File: config.mk
export PLATFORM = sky130hd
export DESIGN_NAME = irq_sequencer
export DESIGN_NICKNAME = d
export VERILOG_FILES = /design/src/rtl/irq_pkg.sv /design/src/rtl/irq_prio_enc.sv /design/src/rtl/irq_sequencer.sv
export SDC_FILE = /design/constraint.sdc
export NUM_CORES = 1
export LEC_CHECK = 0
export ABC_CLOCK_PERIOD_IN_PS = 2500
export BUFFER_PORTS_ARGS = -buffer_cell sky130_fd_sc_hd__buf_2
export CAP_MARGIN = 20
export CORE_MARGIN = 2
export CORE_UTILIZATION = 49
export DETAILED_ROUTE_END_ITERATION = 10
export GPL_TIMING_DRIVEN = 0
export PLACE_DENSITY = 0.79
export SKIP_CTS_REPAIR_TIMING = 1
export SYNTH_ARGS = -nofsm -noshare
export SYNTH_HDL_FRONTEND = slang
export SYNTH_HIERARCHICAL = 1
export SYNTH_SLANG_ARGS = --single-unit
File: constraint.sdc
create_clock -name clk -period 2.5 [get_ports clk]
set_input_delay 0.5 -clock clk [delete_from_list [all_inputs] [get_ports clk]]
set_output_delay 0.5 -clock clk [all_outputs]
set_load 0.02 [all_outputs]
File: src/rtl/irq_pkg.sv
// Shared types and constants for the interrupt entry sequencer.
package irq_pkg;

    typedef enum logic [2:0] {
        IDLE   = 3'd0,
        REQ    = 3'd1,
        PUSH   = 3'd2,
        VECT   = 3'd3,
        ACTIVE = 3'd4
    } state_t;

    localparam logic [1:0] CFG_MASK = 2'd0;
    localparam logic [1:0] CFG_EN   = 2'd1;
    localparam logic [1:0] CFG_CLR  = 2'd2;
    localparam logic [1:0] CFG_PEND = 2'd3;

endpackage

File: src/rtl/irq_prio_enc.sv
// Lowest-index-wins priority encoder over the eligible request vector.
module irq_prio_enc #(
    parameter int NUM_IRQ = 8
) (
    input  logic [NUM_IRQ-1:0] req,
    output logic               valid,
    output logic [3:0]         id
);

    // Scan from the top down so the lowest set index is the last one written.
    always_comb begin
        valid = 1'b0;
        id    = 4'd0;
        for (int i = NUM_IRQ - 1; i >= 0; i--) begin
            if (req[i]) begin
                valid = 1'b1;
                id    = 4'(i);
            end
        end
    end

endmodule

File: src/rtl/irq_sequencer.sv
// Interrupt controller: edge-latched pending bits, mask/enable, fixed priority,
// and the stall / push-return-PC / redirect entry sequence.
module irq_sequencer
    import irq_pkg::*;
#(
    parameter int                NUM_IRQ    = 8,
    parameter int                ADDR_W     = 16,
    parameter logic [ADDR_W-1:0] VEC_BASE   = 16'h0010,
    parameter int                VEC_STRIDE = 4
) (
    input  logic               clk,
    input  logic               rst_n,
    input  logic [NUM_IRQ-1:0] irq_in,
    input  logic               cfg_we,
    input  logic [1:0]         cfg_addr,
    input  logic [NUM_IRQ-1:0] cfg_wdata,
    output logic [NUM_IRQ-1:0] cfg_rdata,
    input  logic               pipe_drained,
    input  logic [ADDR_W-1:0]  pc_in,
    input  logic               reti_in,
    output logic               int_req,
    output logic               push_en,
    output logic [ADDR_W-1:0]  push_data,
    output logic               vec_valid,
    output logic [ADDR_W-1:0]  vec_addr,
    output logic               in_service,
    output logic [3:0]         active_id,
    output logic [2:0]         dbg_state
);

    localparam int STRIDE_SH = $clog2(VEC_STRIDE);

    state_t             state;
    logic [NUM_IRQ-1:0] irq_q;
    logic [NUM_IRQ-1:0] pending;
    logic [NUM_IRQ-1:0] mask;
    logic               enable;

    logic [NUM_IRQ-1:0] rise;
    logic [NUM_IRQ-1:0] eligible;
    logic [NUM_IRQ-1:0] clr_cfg;
    logic [NUM_IRQ-1:0] clr_take;
    logic [NUM_IRQ-1:0] pending_nxt;
    logic               sel_valid;
    logic [3:0]         sel_id;
    logic               take;

    assign rise     = irq_in & ~irq_q;
    assign eligible = enable ? (pending & mask) : '0;

    irq_prio_enc #(
        .NUM_IRQ(NUM_IRQ)
    ) u_prio_enc (
        .req  (eligible),
        .valid(sel_valid),
        .id   (sel_id)
    );

    assign take = (state == IDLE) && sel_valid;

    always_comb begin
        clr_take = '0;
        for (int i = 0; i < NUM_IRQ; i++) begin
            clr_take[i] = take && (sel_id == 4'(i));
        end
    end

    assign clr_cfg = (cfg_we && (cfg_addr == CFG_CLR)) ? cfg_wdata : '0;

    // A new edge in the same cycle as a clear keeps the bit set.
    assign pending_nxt = (pending & ~(clr_cfg | clr_take)) | rise;

    always_ff @(posedge clk) begin
        if (!rst_n) begin
            irq_q   <= '0;
            pending <= '0;
            mask    <= '0;
            enable  <= 1'b0;
        end else begin
            irq_q   <= irq_in;
            pending <= pending_nxt;
            if (cfg_we && (cfg_addr == CFG_MASK)) begin
                mask <= cfg_wdata;
            end
            if (cfg_we && (cfg_addr == CFG_EN)) begin
                enable <= cfg_wdata[0];
            end
        end
    end

    always_comb begin
        cfg_rdata = '0;
        case (cfg_addr)
            CFG_MASK: cfg_rdata = mask;
            CFG_EN:   cfg_rdata[0] = enable;
            CFG_PEND: cfg_rdata = pending;
            default:  cfg_rdata = '0;
        endcase
    end

    // Pipeline handshake: int_req is held high from REQ through VECT and only
    // advances past REQ on a cycle where pipe_drained is sampled high;
    // push_en and vec_valid are single-cycle strobes the pipeline cannot stall.
    always_ff @(posedge clk) begin
        if (!rst_n) begin
            state      <= IDLE;
            int_req    <= 1'b0;
            push_en    <= 1'b0;
            push_data  <= '0;
            vec_valid  <= 1'b0;
            in_service <= 1'b0;
            active_id  <= 4'd0;
        end else begin
            push_en   <= 1'b0;
            vec_valid <= 1'b0;
            case (state)
                IDLE: begin
                    if (sel_valid) begin
                        state     <= REQ;
                        active_id <= sel_id;
                        int_req   <= 1'b1;
                    end
                end
                REQ: begin
                    if (pipe_drained) begin
                        state     <= PUSH;
                        push_data <= pc_in;
                        push_en   <= 1'b1;
                    end
                end
                PUSH: begin
                    state     <= VECT;
                    vec_valid <= 1'b1;
                end
                VECT: begin
                    state      <= ACTIVE;
                    int_req    <= 1'b0;
                    in_service <= 1'b1;
                end
                ACTIVE: begin
                    if (reti_in) begin
                        state      <= IDLE;
                        in_service <= 1'b0;
                    end
                end
                default: begin
                    state      <= IDLE;
                    int_req    <= 1'b0;
                    in_service <= 1'b0;
                end
            endcase
        end
    end

    assign vec_addr  = VEC_BASE + (ADDR_W'(active_id) << STRIDE_SH);
    assign dbg_state = state;

endmodule

; ---- After elaboration in Yosys (flattened, before gate mapping)
; Cells that the tools add are included.
[op_classes]
add_sub_neg = 1
eq_ne = 17
mux = 30
bitwise = 9
reduce_logical = 23
[op_table]
columns = op, count
row1 = $mux W3, 11
row2 = $and A8 B8 Y8, 3
row3 = $eq A4 B3 Y1 const B, 4
row4 = $mux W8, 2
row5 = $not A8 Y8, 2
row6 = $or A8 B8 Y8, 2
row7 = $pmux W3 S5, 1
row8 = $pmux W7 S2, 1
row9 = $logic_and A1 B1 Y1, 12
row10 = $mux W1, 12
row11 = $reduce_and A2 Y1, 5
row12 = $eq A4 B2 Y1 const B, 2
row13 = $add A5 B6 Y7 const A, 1
row14 = $eq A3 B2 Y1 const B, 2
row15 = $ne A2 B2 Y1 const B, 3
row16 = $pmux W1 S3, 2
row17 = $reduce_or A3 Y1, 2
row18 = $eq A2 B2 Y1 const B, 2
row19 = $eq A4 B1 Y1 const B, 1
row20 = $logic_not A4 Y1, 1
row21 = $eq A3 B1 Y1 const B, 1
row22 = $eq A3 B3 Y1 const B, 1
row23 = $logic_not A3 Y1, 1
row24 = $reduce_and A3 Y1, 1
row25 = 4 further kinds, 5
[totals]
regBits = 52
input_bits = 39
out_inout_bits = 51
wordCells = 91

; ---- Longest topological paths before layout
[logic_depth]
word_depth = 16
depth_mapped = 8
mapped_depth_nobuf = 7

; ---- Hierarchy
; The synthesis kept the hierarchy.
[by_module_without_submodules]
columns = module, instances, cells_per_inst, area_each_um2, seq_area_each_um2
row1 = irq_sequencer, 1, 281, 2337.2, 1041.0
row2 = irq_prio_enc, 1, 15, 91.3, 0.0

; ---- Least setup slack after synthesis
; No wires, ideal clock.
[synth_path]
path_kind = input to output
start = input port cfg_addr[0]
end = output port cfg_rdata[1]
arrival_time_ns = 1.599
t_required_ns = 2.000
slack_ns = 0.401
cell_stages = 6
path_buffers = 2
path_cell_list = inv_1 -> ha_1 -> clkbuf_1 -> clkbuf_1 -> a22oi_1 -> nor2_1
[synth_between]
elab_chain_cells = 2
word_cells_on_any_way = 3
cone_classes = 1 x eq/ne / 1 x mux / 1 x reduce/logical
[synth_lines]
columns = item, line
row1 = from (decl), irq_sequencer.sv:15  ; input logic [1:0] cfg_addr,
row2 = $eq A2 B2 Y1 / $logic_not A2 Y1 (equally long branches), irq_sequencer.sv:93  ; case (cfg_addr)
row3 = $pmux W7 S2 *, irq_sequencer.sv:93
row4 = to (decl), irq_sequencer.sv:17  ; output logic [NUM_IRQ-1:0] cfg_rdata,
; Every way passes the cells marked *; elsewhere a longest branch is shown, timed or not.

; ---- Final worst setup path
[layout_path]
start = register enable
end = register pending[6]
[layout_between]
word_cells_on_any_way = 24
cone_classes = 1 x eq/ne / 17 x mux / 4 x bitwise / 2 x reduce/logical
[layout_lines]
columns = item, line
row1 = from (decl), irq_sequencer.sv:37  ; logic enable;
row2 = from (signal assigned), irq_sequencer.sv:86  ; enable <= cfg_wdata[0];
row3 = $mux W8, irq_sequencer.sv:49  ; assign eligible = enable ? (pending & mask) : '0;
row4 = via eligible[0], irq_sequencer.sv:40  ; logic [NUM_IRQ-1:0] eligible;
row5 = $mux W1, irq_prio_enc.sv:15  ; if (req[i]) begin
row6 = via sel_valid, irq_sequencer.sv:44  ; logic sel_valid;
row7 = $logic_and A1 B1 Y1, irq_sequencer.sv:59  ; assign take = (state == IDLE) && sel_valid;
row8 = $logic_and A1 B1 Y1, irq_sequencer.sv:64  ; clr_take[i] = take && (sel_id == 4'(i));
row9 = $or A8 B8 Y8, irq_sequencer.sv:71  ; assign pending_nxt = (pending & ~(clr_cfg | clr_take)) | rise;
row10 = $not A8 Y8, irq_sequencer.sv:71
row11 = $and A8 B8 Y8, irq_sequencer.sv:71
row12 = $or A8 B8 Y8, irq_sequencer.sv:71
row13 = to (signal assigned), irq_sequencer.sv:81  ; pending <= pending_nxt;
row14 = to (decl), irq_sequencer.sv:35  ; logic [NUM_IRQ-1:0] pending;
; The timed path passes the listed nets, and every way through them passes these cells.
; A chain may end at the register's enable or synchronous reset.

==> flow_summary_export.csv <==
group,metric,value,unit
setup_path,r2r_slack,0.15,ns
cts,cts_buffers,5,
synthesis,yosysSeqAreaShare,42.9,%
global_route,grt_start_max_net_pins,16,
power_and_ir_drop,power.density,509,nW/um^2
status,status,"finished, final reports clean",
sta,finalCriticalPeriod,2.35,ns
route,avgViaCountPerCell,5.02,
layout,area_growth_syn_to_layout,24.5,%
synthesis,syn_area_per_cell,8.20,sq um
placement,portBuffers,77,
route,wirelength,5850,um
power_and_ir_drop,p_leak,1.43,nW
sta,hold_violations,0,
route,postRouteAntennaNets,0,
synthesis,synthSimpleGateAreaFrac,26.5,%
placement,dpl-instance-area,2940,sq um
synthesis,synth_largest_area_cell,"dfxtp_1",
sta,finalSetupViolations,0,
placement,dp_hpwl,4490,um
sta,worstMarginPinSlew,0.668,ns
route,drt_iter0_drc,120,
global_route,grt_antenna_before_repair,0,
global_route,grt_overflow,0,
synthesis,synth_compound_area_share,16.1,%
cts,cts-root-buf,"clkbuf_8",
sta,fin_setup_tns,0,ns
synthesis,synth_xor_area_share,0,%
synthesis,synth_top_family_by_area,"simple AND/OR/NAND/NOR gates",
route,drc_errors,0,
sta,whs,0.388,ns
power_and_ir_drop,ir_drop,283,uV
synthesis,yosysWarnings,6,
setup_path,critPathRequiredTime,2.69,ns
sta,post-route-period-util,93.9,%
cts,cts_tree,"yes",
layout,final_area,3020,sq um
run,drv_cap,0,
sta,rsz0062_at_grt,"no",
layout,fillers,448,
global_route,grt_pass1_vias,2063,
synthesis,synth-async-reset-ratio,0,%
cts,htree_num_levels,2,
sta,fmax,0.426,GHz
synthesis,synth-seq-cells,52,
synthesis,synth_fa_ha_area_share,2.58,%
die,dieArea,5540,sq um
cts,clock_latency,0.30,ns
synthesis,syn_inst,296,
synthesis,synth_area,2430,sq um
route,wl_per_cell,12.8,um
sta,max_slew_margin,55.2,%
cts,cts_sinks,52,
cts,clk_pin_slew,0.09,ns
hold_path,hold_class,"input pin to register",
setup_path,cp_max_fo,10,
layout,nets,435,
synthesis,synth_mux_area_share,1.65,%
synthesis,synth-edff-count,0,
layout,antenna_cells,0,
die,core_area,4750,sq um
die,die_x,74.4,um
layout,drive_above_1_share,27.4,%
synthesis,synth.distinct_cells,37,
placement,routabilityCongestion,0.926,
cts,cts_max_path_buffers,2,
sta,slew_viol_final,0,
route,dr.pass1.iters,5,
die,die_y,74.4,um
setup_path,start_kind,"register",
die,rows,25,
global_route,grt_first_pass_wirelength,9210,um
synthesis,yosys-top-cells-area,"dfxtp_1 43%, nand2_1 8.8%, nand3_1 5.4%",
die,num_io_pins,90,
setup_path,crit_path_end_kind,"register",
layout,fin_util,63.6,%
route,dr_total_vias,2297,
sta,skew,0.00551,ns
synthesis,ys.flop_type,"dfxtp_1",
die,start_util,51.1,%
setup_path,cp_data_arrival_time,2.53,ns
setup_path,criticalPathCategory,"register to register",
synthesis,synthDominantCellAreaShare,42.9,%
global_route,grt_usage,21.5,%
## final timing paths
kind,start,endpoint,cells after the start
setup / recovery,enable,pending[6],8
hold reg to reg,irq_q[5],pending[5],1
setup reg to reg,enable,pending[6],8
hold / removal,irq_in[1],irq_q[1],3
## synth_stat cells (all sizes together) (2+ instances only)
library cell   n
nor3           3
nor2b          6
nand2b         3
conb           2
nor2          14
and2           2
ha             5
dfxtp         52
nand2         57
o22ai          8
a21boi        26
inv           14
mux2i          4
and3           8
o21ai          3
buf           18
a21oi          4
clkbuf        15
nor4b          2
a22oi          7
nor4           6
nand3         26
## layer usage
metal / GRT usage [%] / vias to the layer above / share of wire [%]
li1: - / 1177 / -
met1: 28.0 / 1032 / 45
met2: 35.2 / 76 / 47
met3: 4.20 / 12 / 5.0
met4: 8.53 / 0 / 2.5
met5: 0 / - / 0
## through the flow
step / setup WS (ns) / instances / power, W
2_1_floorplan: 0.401 / 306 / 0.00102
3_3_place_gp: 0.101 / 450 / 0.00108
3_5_place_dp: 0.104 / 451 / 0.00109
4_1_cts: 0.0961 / 458 / 0.00154
5_1_grt: 0.0113 / 458 / 0.00160
6_report: 0.151 / 458 / 0.00154
## cells by family after synthesis
group	Yosys count
and+or+nand+nor	131
AOI/OAI and AO/OA	55
DFF	52
buffers and inverters	47
adders and majority gates	5
muxes	4
other	2
## sequential cells by signal, indices dropped and copies added, names as in the netlist
register	count
pending	8
push_en	1
push_data	16
irq_q	8
vec_valid	1
mask	8
int_req	1
enable	1
dbg_state	3
active_id	4
in_service	1
## worst max-delay path, cell delays in order (launching register included)
cell	delay, ns
dfxtp_1	0.51
and3_1	0.32
nor4_2	0.07
nand2_1	0.12
or4b_1	0.43
buf_2	0.16
buf_6	0.14
nor4_1	0.35
o22ai_1	0.13
## cell usage in the layout (no fill, tap or decap), drive strengths merged, types with 6 or more instances in the layout
cell type	n
buf	96
nand2	57
dfxtp	52
nand3	26
a21boi	26
clkbuf	20
inv	14
nor2	14
conb	12
and3	8
o22ai	8
a22oi	7
nor2b	6
nor4	6
## area by class of cell
cell class | instances | area [sq um] | area share [%]
flip-flops and latches | 52 | 1040 | 34.4
inverters | 14 | 52.6 | 1.74
clock inverters | 2 | 12.5 | 0.414
clock buffers | 5 | 68.8 | 2.28
repair buffers | 78 | 390 | 12.9
well taps | 67 | 83.8 | 2.77
plain buffers | 33 | 191 | 6.33
multi-input cells | 207 | 1180 | 39.1
## where the power goes
part / internal (W) / leakage, nW / switching [W] / total, W
Combinational: 0.0000813 / 0.969 / 0.000111 / 0.000192
Clock: 0.000190 / 0.0400 / 0.000277 / 0.000467
Sequential: 0.000859 / 0.424 / 0.0000209 / 0.000880
Note: power is estimated with default switching activity, not from simulation.
